==> src/rtl/tc0200obj_ext_arbiter.sv <==
// Single-port arbiter for the 4096x8 sprite code-extension RAM, shared between
// the 68000 CPU window and the TC0200OBJ sprite fetch path.
module tc0200obj_ext_arbiter #(
   parameter int unsigned ADDR_W       = 12,
   parameter int unsigned CPU_MAX_WAIT = 4
) (
   input  logic              clk,
   input  logic              reset_n,
   input  logic [1:0]        mode,
   input  logic              cpu_cs,
   input  logic [ADDR_W-1:0] cpu_addr,
   input  logic [1:0]        cpu_ds_n,
   input  logic              cpu_rw,
   input  logic [15:0]       cpu_din,
   output logic [15:0]       cpu_dout,
   output logic              cpu_ack,
   input  logic              obj_req,
   input  logic [14:0]       obj_addr,
   input  logic [13:0]       obj_code,
   output logic              obj_ack,
   output logic [19:0]       code_out,
   output logic [ADDR_W-1:0] ram_addr,
   output logic              ram_we,
   output logic [7:0]        ram_din,
   input  logic [7:0]        ram_q
);

   localparam int unsigned SW = (CPU_MAX_WAIT > 0) ? $clog2(CPU_MAX_WAIT + 1) : 1;
   localparam logic [SW-1:0] MAX_WAIT = SW'(CPU_MAX_WAIT);

   typedef enum logic [2:0] {
      StIdle,
      StObjRd,
      StObjCap,
      StCpuRd,
      StCpuCap,
      StCpuWr,
      StCpuHold
   } state_e;

   state_e state_q, state_d;

   logic [SW-1:0]     starve_q, starve_d;
   logic              ext_q, ext_d;
   logic [13:0]       code_q, code_d;
   logic [15:0]       cpu_dout_d;
   logic              cpu_ack_d;
   logic              obj_ack_d;
   logic [19:0]       code_out_d;
   logic [ADDR_W-1:0] ram_addr_d;
   logic              ram_we_d;
   logic [7:0]        ram_din_d;

   logic cpu_pend;
   logic obj_grant;
   logic cpu_grant;
   logic ext_mode;
   logic unused_bits;

   assign unused_bits = ^{cpu_ds_n[1], cpu_din[15:8], obj_addr[2:0]};

   assign ext_mode  = (mode == 2'b01);
   assign cpu_pend  = cpu_cs && !cpu_ack && (state_q != StCpuHold);
   assign obj_grant = (state_q == StIdle) && obj_req && (!cpu_pend || (starve_q < MAX_WAIT));
   assign cpu_grant = (state_q == StIdle) && !obj_grant && cpu_pend;

   always_ff @(posedge clk or negedge reset_n) begin
      if (!reset_n) begin
         state_q  <= StIdle;
         starve_q <= '0;
         ext_q    <= 1'b0;
         code_q   <= '0;
         cpu_dout <= '0;
         cpu_ack  <= 1'b0;
         obj_ack  <= 1'b0;
         code_out <= '0;
         ram_addr <= '0;
         ram_we   <= 1'b0;
         ram_din  <= '0;
      end else begin
         state_q  <= state_d;
         starve_q <= starve_d;
         ext_q    <= ext_d;
         code_q   <= code_d;
         cpu_dout <= cpu_dout_d;
         cpu_ack  <= cpu_ack_d;
         obj_ack  <= obj_ack_d;
         code_out <= code_out_d;
         ram_addr <= ram_addr_d;
         ram_we   <= ram_we_d;
         ram_din  <= ram_din_d;
      end
   end

   always_comb begin
      state_d = state_q;
      case (state_q)
         StIdle: begin
            if (obj_grant) begin
               state_d = ext_mode ? StObjRd : StObjCap;
            end else if (cpu_grant) begin
               state_d = cpu_rw ? StCpuRd : StCpuWr;
            end
         end
         StObjRd:   state_d = StObjCap;
         StObjCap:  state_d = StIdle;
         StCpuRd:   state_d = cpu_cs ? StCpuCap : StIdle;
         StCpuCap:  state_d = cpu_cs ? StCpuHold : StIdle;
         StCpuWr:   state_d = cpu_cs ? StCpuHold : StIdle;
         StCpuHold: state_d = cpu_cs ? StCpuHold : StIdle;
         default:   state_d = StIdle;
      endcase
   end

   always_comb begin
      starve_d   = starve_q;
      ext_d      = ext_q;
      code_d     = code_q;
      cpu_dout_d = cpu_dout;
      cpu_ack_d  = cpu_ack;
      obj_ack_d  = 1'b0;
      code_out_d = code_out;
      ram_addr_d = ram_addr;
      ram_we_d   = 1'b0;
      ram_din_d  = ram_din;
      case (state_q)
         StIdle: begin
            if (obj_grant) begin
               ext_d  = ext_mode;
               code_d = obj_code;
               // Passthrough leaves the RAM address untouched.
               if (ext_mode) begin
                  ram_addr_d = ADDR_W'(obj_addr[14:3]);
               end
               if (cpu_pend && (starve_q < MAX_WAIT)) begin
                  starve_d = starve_q + 1'b1;
               end
            end else if (cpu_grant) begin
               starve_d   = '0;
               ram_addr_d = cpu_addr;
               if (!cpu_rw) begin
                  ram_we_d  = !cpu_ds_n[0];
                  ram_din_d = cpu_din[7:0];
               end
            end
         end
         StObjCap: begin
            obj_ack_d  = 1'b1;
            code_out_d = ext_q ? {4'd0, ram_q, code_q[7:0]} : {6'd0, code_q};
         end
         StCpuCap: begin
            if (cpu_cs) begin
               cpu_dout_d = {ram_q, ram_q};
               cpu_ack_d  = 1'b1;
            end
         end
         StCpuWr: begin
            if (cpu_cs) begin
               cpu_ack_d = 1'b1;
            end
         end
         StCpuHold: begin
            if (!cpu_cs) begin
               cpu_ack_d = 1'b0;
            end
         end
         default: ;
      endcase
   end

endmodule
==> config.mk <==
export PLATFORM = sky130hd
export DESIGN_NAME = tc0200obj_ext_arbiter
export DESIGN_NICKNAME = d
export VERILOG_FILES = /design/src/rtl/tc0200obj_ext_arbiter.sv
export SDC_FILE = /design/constraint.sdc
export NUM_CORES = 1
export LEC_CHECK = 0
export BUFFER_PORTS_ARGS = -buffer_cell sky130_fd_sc_hd__buf_2
export CAP_MARGIN = 10
export CORE_UTILIZATION = 51
export CTS_CLUSTER_DIAMETER = 120
export DETAILED_ROUTE_END_ITERATION = 12
export PLACE_DENSITY = 0.93
export SLEW_MARGIN = 20
export SYNTH_ARGS = -nofsm -noshare
export SYNTH_HDL_FRONTEND = slang
export SYNTH_SLANG_ARGS = --single-unit
==> constraint.sdc <==
create_clock -name clk -period 4.2 [get_ports clk]
set_input_delay 0.21 -clock clk [delete_from_list [all_inputs] [get_ports clk]]
set_output_delay 0.21 -clock clk [all_outputs]
set_load 0.01 [all_outputs]
; Word level (Yosys, flattened, before mapping)
; Index checks and enable logic that the tools add are counted.
[totals]
latchBits = 0
output_inout_bits = 59
inputBits = 74
rom_bits = 0
regBits = 80
ram_bits = 0
n_memories = 0
[op_classes]
magnitude_cmp = 1
n_reduce_logical = 23
eq_ne = 13
multipliers = 0
div = 0
bitwise = 2
add_sub_neg = 1
n_shift = 0
n_mux = 22
[ops]
columns = op, count
row1 = $mux 12, 3
row2 = $mux 3, 8
row3 = $mux 16, 1
row4 = $pmux 3 s4, 1
row5 = $eq 3x3->1 const B, 3
row6 = $reduce_and 3->1, 3
row7 = $logic_and 1x1->1, 7
row8 = $mux 1, 7
row9 = $eq 3x2->1 const B, 2
row10 = $ne 2x1->1 const B, 3
row11 = $ne 3x3->1 const B, 2
row12 = $logic_not 1->1, 4
row13 = $reduce_and 2->1, 2
row14 = $reduce_and 4->1, 1
row15 = $reduce_bool 2->1, 2
row16 = $add 3x1->3 const B, 1
row17 = $eq 3x1->1 const B, 1
row18 = $logic_not 3->1, 1
row19 = $lt 3x3->1 const B, 1
row20 = $reduce_or 3->1, 1
row21 = $eq 2x1->1 const B, 1
row22 = $mux 2, 1
row23 = $ne 2x2->1 const B, 1
row24 = $not 1->1, 2
row25 = other kinds (3), 3

; Depth between registers and ports, before layout
[depth]
depth_word = 12
mapped_depth = 7
ltp_nobuf = 4

; Worst setup path before layout
; Ideal clock, no wire load.
[synth_path]
kind = register to register
startpoint = register cpu_ack
endpoint = register ram_addr[10]
slack_ps = 2567
arrival_ps = 1509
synth_period_minus_slack_ps = 1633
stages_incl_launch_ff = 6
path_buffers = 1
setup_time_ps = 125
cell_sequence = dfrtp_1 > nand3b_1 > nand2_2 > clkbuf_8 > mux2_2 > mux2_2
[synth_between]
elab_chain_cells = 11
elab_cells_between_ends = 13
cone_classes = eq/ne (1) / mux (1) / reduce/logical (11)
[synth_rtl]
columns = item, line
row1 = "start, declared", 16  ; output logic cpu_ack,
row2 = "start signal, assigned", 86  ; cpu_ack <= cpu_ack_d;
row3 = $logic_not 1->1 (*), 63  ; assign cpu_pend = cpu_cs && !cpu_ack && (state_q != StCpuHold);
row4 = $logic_and 1x1->1 (*) (2 in series), 63
row5 = $logic_not 1->1, 64  ; assign obj_grant = (state_q == StIdle) && obj_req && (!cpu_pend || (starve_q < MAX_WAIT));
row6 = $logic_or 1x1->1, 64
row7 = $logic_and 1x1->1, 64
row8 = $logic_not 1->1, 65  ; assign cpu_grant = (state_q == StIdle) && !obj_grant && cpu_pend;
row9 = $logic_and 1x1->1 (2 in series), 65
row10 = $reduce_bool 2->1 (no line), n/a
row11 = $reduce_and 3->1 (no line), n/a
row12 = "end signal, assigned", 89  ; ram_addr <= ram_addr_d;
row13 = "end, declared", 22  ; output logic [ADDR_W-1:0] ram_addr,
; Mark *: on every way between the ends. The rest lies on a longest branch, timed or not.
; A chain may end at the register's enable or synchronous reset.

; Final worst setup path
[layout_path]
startpoint = register state_q[2]
endpoint = register code_out[2]
[layout_between]
elab_chain_cells = 1
[layout_rtl]
columns = item, line
row1 = "start, declared", 41  ; state_e state_q, state_d;
row2 = "start signal, assigned", 69  ; state_q <= StIdle;
row3 = "start signal, assigned", 81  ; state_q <= state_d;
row4 = $eq 3x2->1, 126  ; case (state_q)
row5 = "end signal, assigned", 88  ; code_out <= code_out_d;
row6 = "end, declared", 21  ; output logic [19:0] code_out,
; No other way between the ends.

==> metrics <==
Worst Path Arrival=2.24 ns; DR vias/cell=5.04; Die H=79.7 um; initial core utilization=0.542; CTS tree=done; dpl hpwl=4250 um; area of the multi-input gates=1200 sq um; Total Routing Usage GR=0.203; CP Data Required Time=4.41 ns; WL/cell=14.1 um; worst vdd ir=0.000379 V; vias post-DR=2098; antenna violations before repair=0; outcome=completed; yosys warns=0; FF/Latch Area=1700 sq um; CP Max Fanout=25; clock latency at the later pin of the worst-skew pair=0.32 ns; Final Hold Slack=0.0258 ns; Hold Vio Cnt, Final=0; share of layout cells above drive strength 1=0.590; Final TNS setup=0 ns; RSZ-0062 raised after global routing=no; antenna-violating nets left=0; CP Capture Type=flip-flop; Mapped Cells=228; CTS max path bufs=2; GRT overflow=0; gpl congestion=0.781; Pre-Repair DR Iteration Count=4; H-tree levels=3; DIE AREA=6350 sq um; most common cell after layout, fill and taps aside=buf_2; FF+latch count, synth=68; DRT iter0 DRCs=68; worst hold path class=primary input to flip-flop; root buf cell=clkbuf_8; Chip Width=79.7 um; I/O Buffers=116; Final setup violation count=0; worst-margin pin slew=0.986 ns; Static Leak=1.90 nW; Seq/Total Area, Yosys=0.553; fmax=0.493 GHz; first-pass GRT wire length=9690 um; P&R area growth vs syn=24.3%; final worst path period need=2.03 ns; TritonCTS buffer count=9; num rows=27; largest net degree at the start of global routing=41; commonest non-fill, non-tap cells in the layout=buf_2, dfrtp_1, mux2_2; Placeable Area=5680 sq um; final wirelength=5850 um; final net count=414; DR DRC count=0; max-slew violations=0; synth top area cells=dfrtp_1, mux2_2, mux2_4; Netlist cell types=37; Filler Cells Inserted=435; syn_area_per_cell=13.5 sq um; Slew HR=0.343; clk sink count=68; Crit Path Class=flip-flop to flip-flop; Worst Clk Skew=0.00529 ns; PD cells=745 nW/um^2; Max-Cap Viols=0; Yosys top cell by area=dfrtp_1; mapped cell area=3080 sq um; post-cts resize count=0; startpoint types=flip-flop; fin crit share=0.483; ant diodes=0; top cell type's share of synthesized area=0.553; I/O pin count=133; Clock Pin Slew Worst Setup and Hold Paths=0.07 ns; vias in the first global route=2194; total power=2.85 mW
## through the flow
stage | cells | instance area [sq um] | setup slack, ns | util
5_1_grt | 416 | 3830 | 2.07 | 0.674
4_1_cts | 416 | 3830 | 2.13 | 0.674
2_1_floorplan | 231 | 3090 | 2.57 | -
3_3_place_gp | 399 | 3600 | 2.23 | 0.634
3_5_place_dp | 399 | 3600 | 2.17 | 0.634
6_report | 416 | 3830 | 2.17 | 0.674
## final timing paths
check / from / depth (start not counted) / slack [ns] / end
max in group asynchronous: reset_n / 3 / 2.82 / state_q[0]
worst min register to register: ram_addr[6] / 1 / 0.50 / ram_addr[6]
min in group asynchronous: reset_n / 2 / 0.43 / code_out[3]
worst max register to register: state_q[2] / 3 / 2.17 / code_out[2]
worst max-delay path: state_q[2] / 3 / 2.17 / code_out[2]
worst min-delay path: cpu_ds_n[0] / 2 / 0.03 / ram_we
## state kept, by name (all words and copies together), names as in the netlist, 3 cells and up
signal    flops
code_out     16
code_q       14
cpu_dout      8
ram_addr     12
ram_din       8
starve_q      3
state_q       3
## critical path, stage by stage (launching register included)
cell,delay [ns]
dfrtp_1,0.50
nor2_1,0.19
and2_1,0.80
mux2_2,0.42
## timing repair
| action | in CTS | in global routing |
|---|---|---|
| endpoints found under the hold margin | 28 | 0 |
| setup buffers | 0 | 0 |
| hold buffers | 1 | 0 |
## cell type report
cell class                      instances  share of cell area
Multi-Input combinational cell        136               0.313
Timing Repair Buffer                  118               0.156
Tap cell                               72              0.0235
Clock inverter                          4              0.0190
Sequential cell                        68               0.445
Clock buffer                           12              0.0379
Inverter                                6             0.00588
## logic make-up after synthesis
| family | Yosys count | share of synthesized area |
|---|---|---|
| flops | 68 | 0.553 |
| simple gates | 39 | 0.0768 |
| mux | 68 | 0.257 |
| compound gates | 23 | 0.0431 |
| other cells | 1 | 0.00122 |
| fa+ha+maj | 1 | 0.00406 |
| buf+inv | 27 | 0.0618 |
| xor+xnor | 1 | 0.00285 |
## power breakdown
part / internal [mW] / switching [mW] / total, mW
logic: 0.590 / 0.513 / 1.10
clock network: 0.350 / 0.225 / 0.575
registers: 0.971 / 0.202 / 1.17
## layer usage
metal / vias up / part of all wire / track usage
met5: - / 0 / 0
met4: 0 / 0.015 / 0.0891
met3: 10 / 0.055 / 0.0503
met2: 81 / 0.52 / 0.358
met1: 1015 / 0.41 / 0.232
li1: 992 / - / -
## synth_stat cells
library cell / number
nor2_4: 1
and2b_1: 1
o2bb2ai_1: 1
inv_1: 6
nor3_2: 1
mux2i_1: 6
or3_4: 1
mux2_2: 53
a22oi_1: 1
clkbuf_8: 1
o21bai_1: 1
o211ai_1: 1
nor2b_4: 1
and2_1: 1
a21o_1: 1
nor2_1: 10
nand2_2: 1
and2b_2: 1
buf_4: 12
nand3_2: 1
buf_6: 4
nor3_4: 1
o21ai_0: 7
nand3b_1: 1
xnor2_1: 1
buf_1: 1
nand2b_1: 4
nand2_4: 1
a21oi_1: 10
dfrtp_1: 68
mux2_4: 9
conb_1: 1
nand3_1: 4
nand2_1: 9
o21ai_2: 1
ha_1: 1
buf_2: 3
No activity file was read; power rests on OpenSTA's default activity.
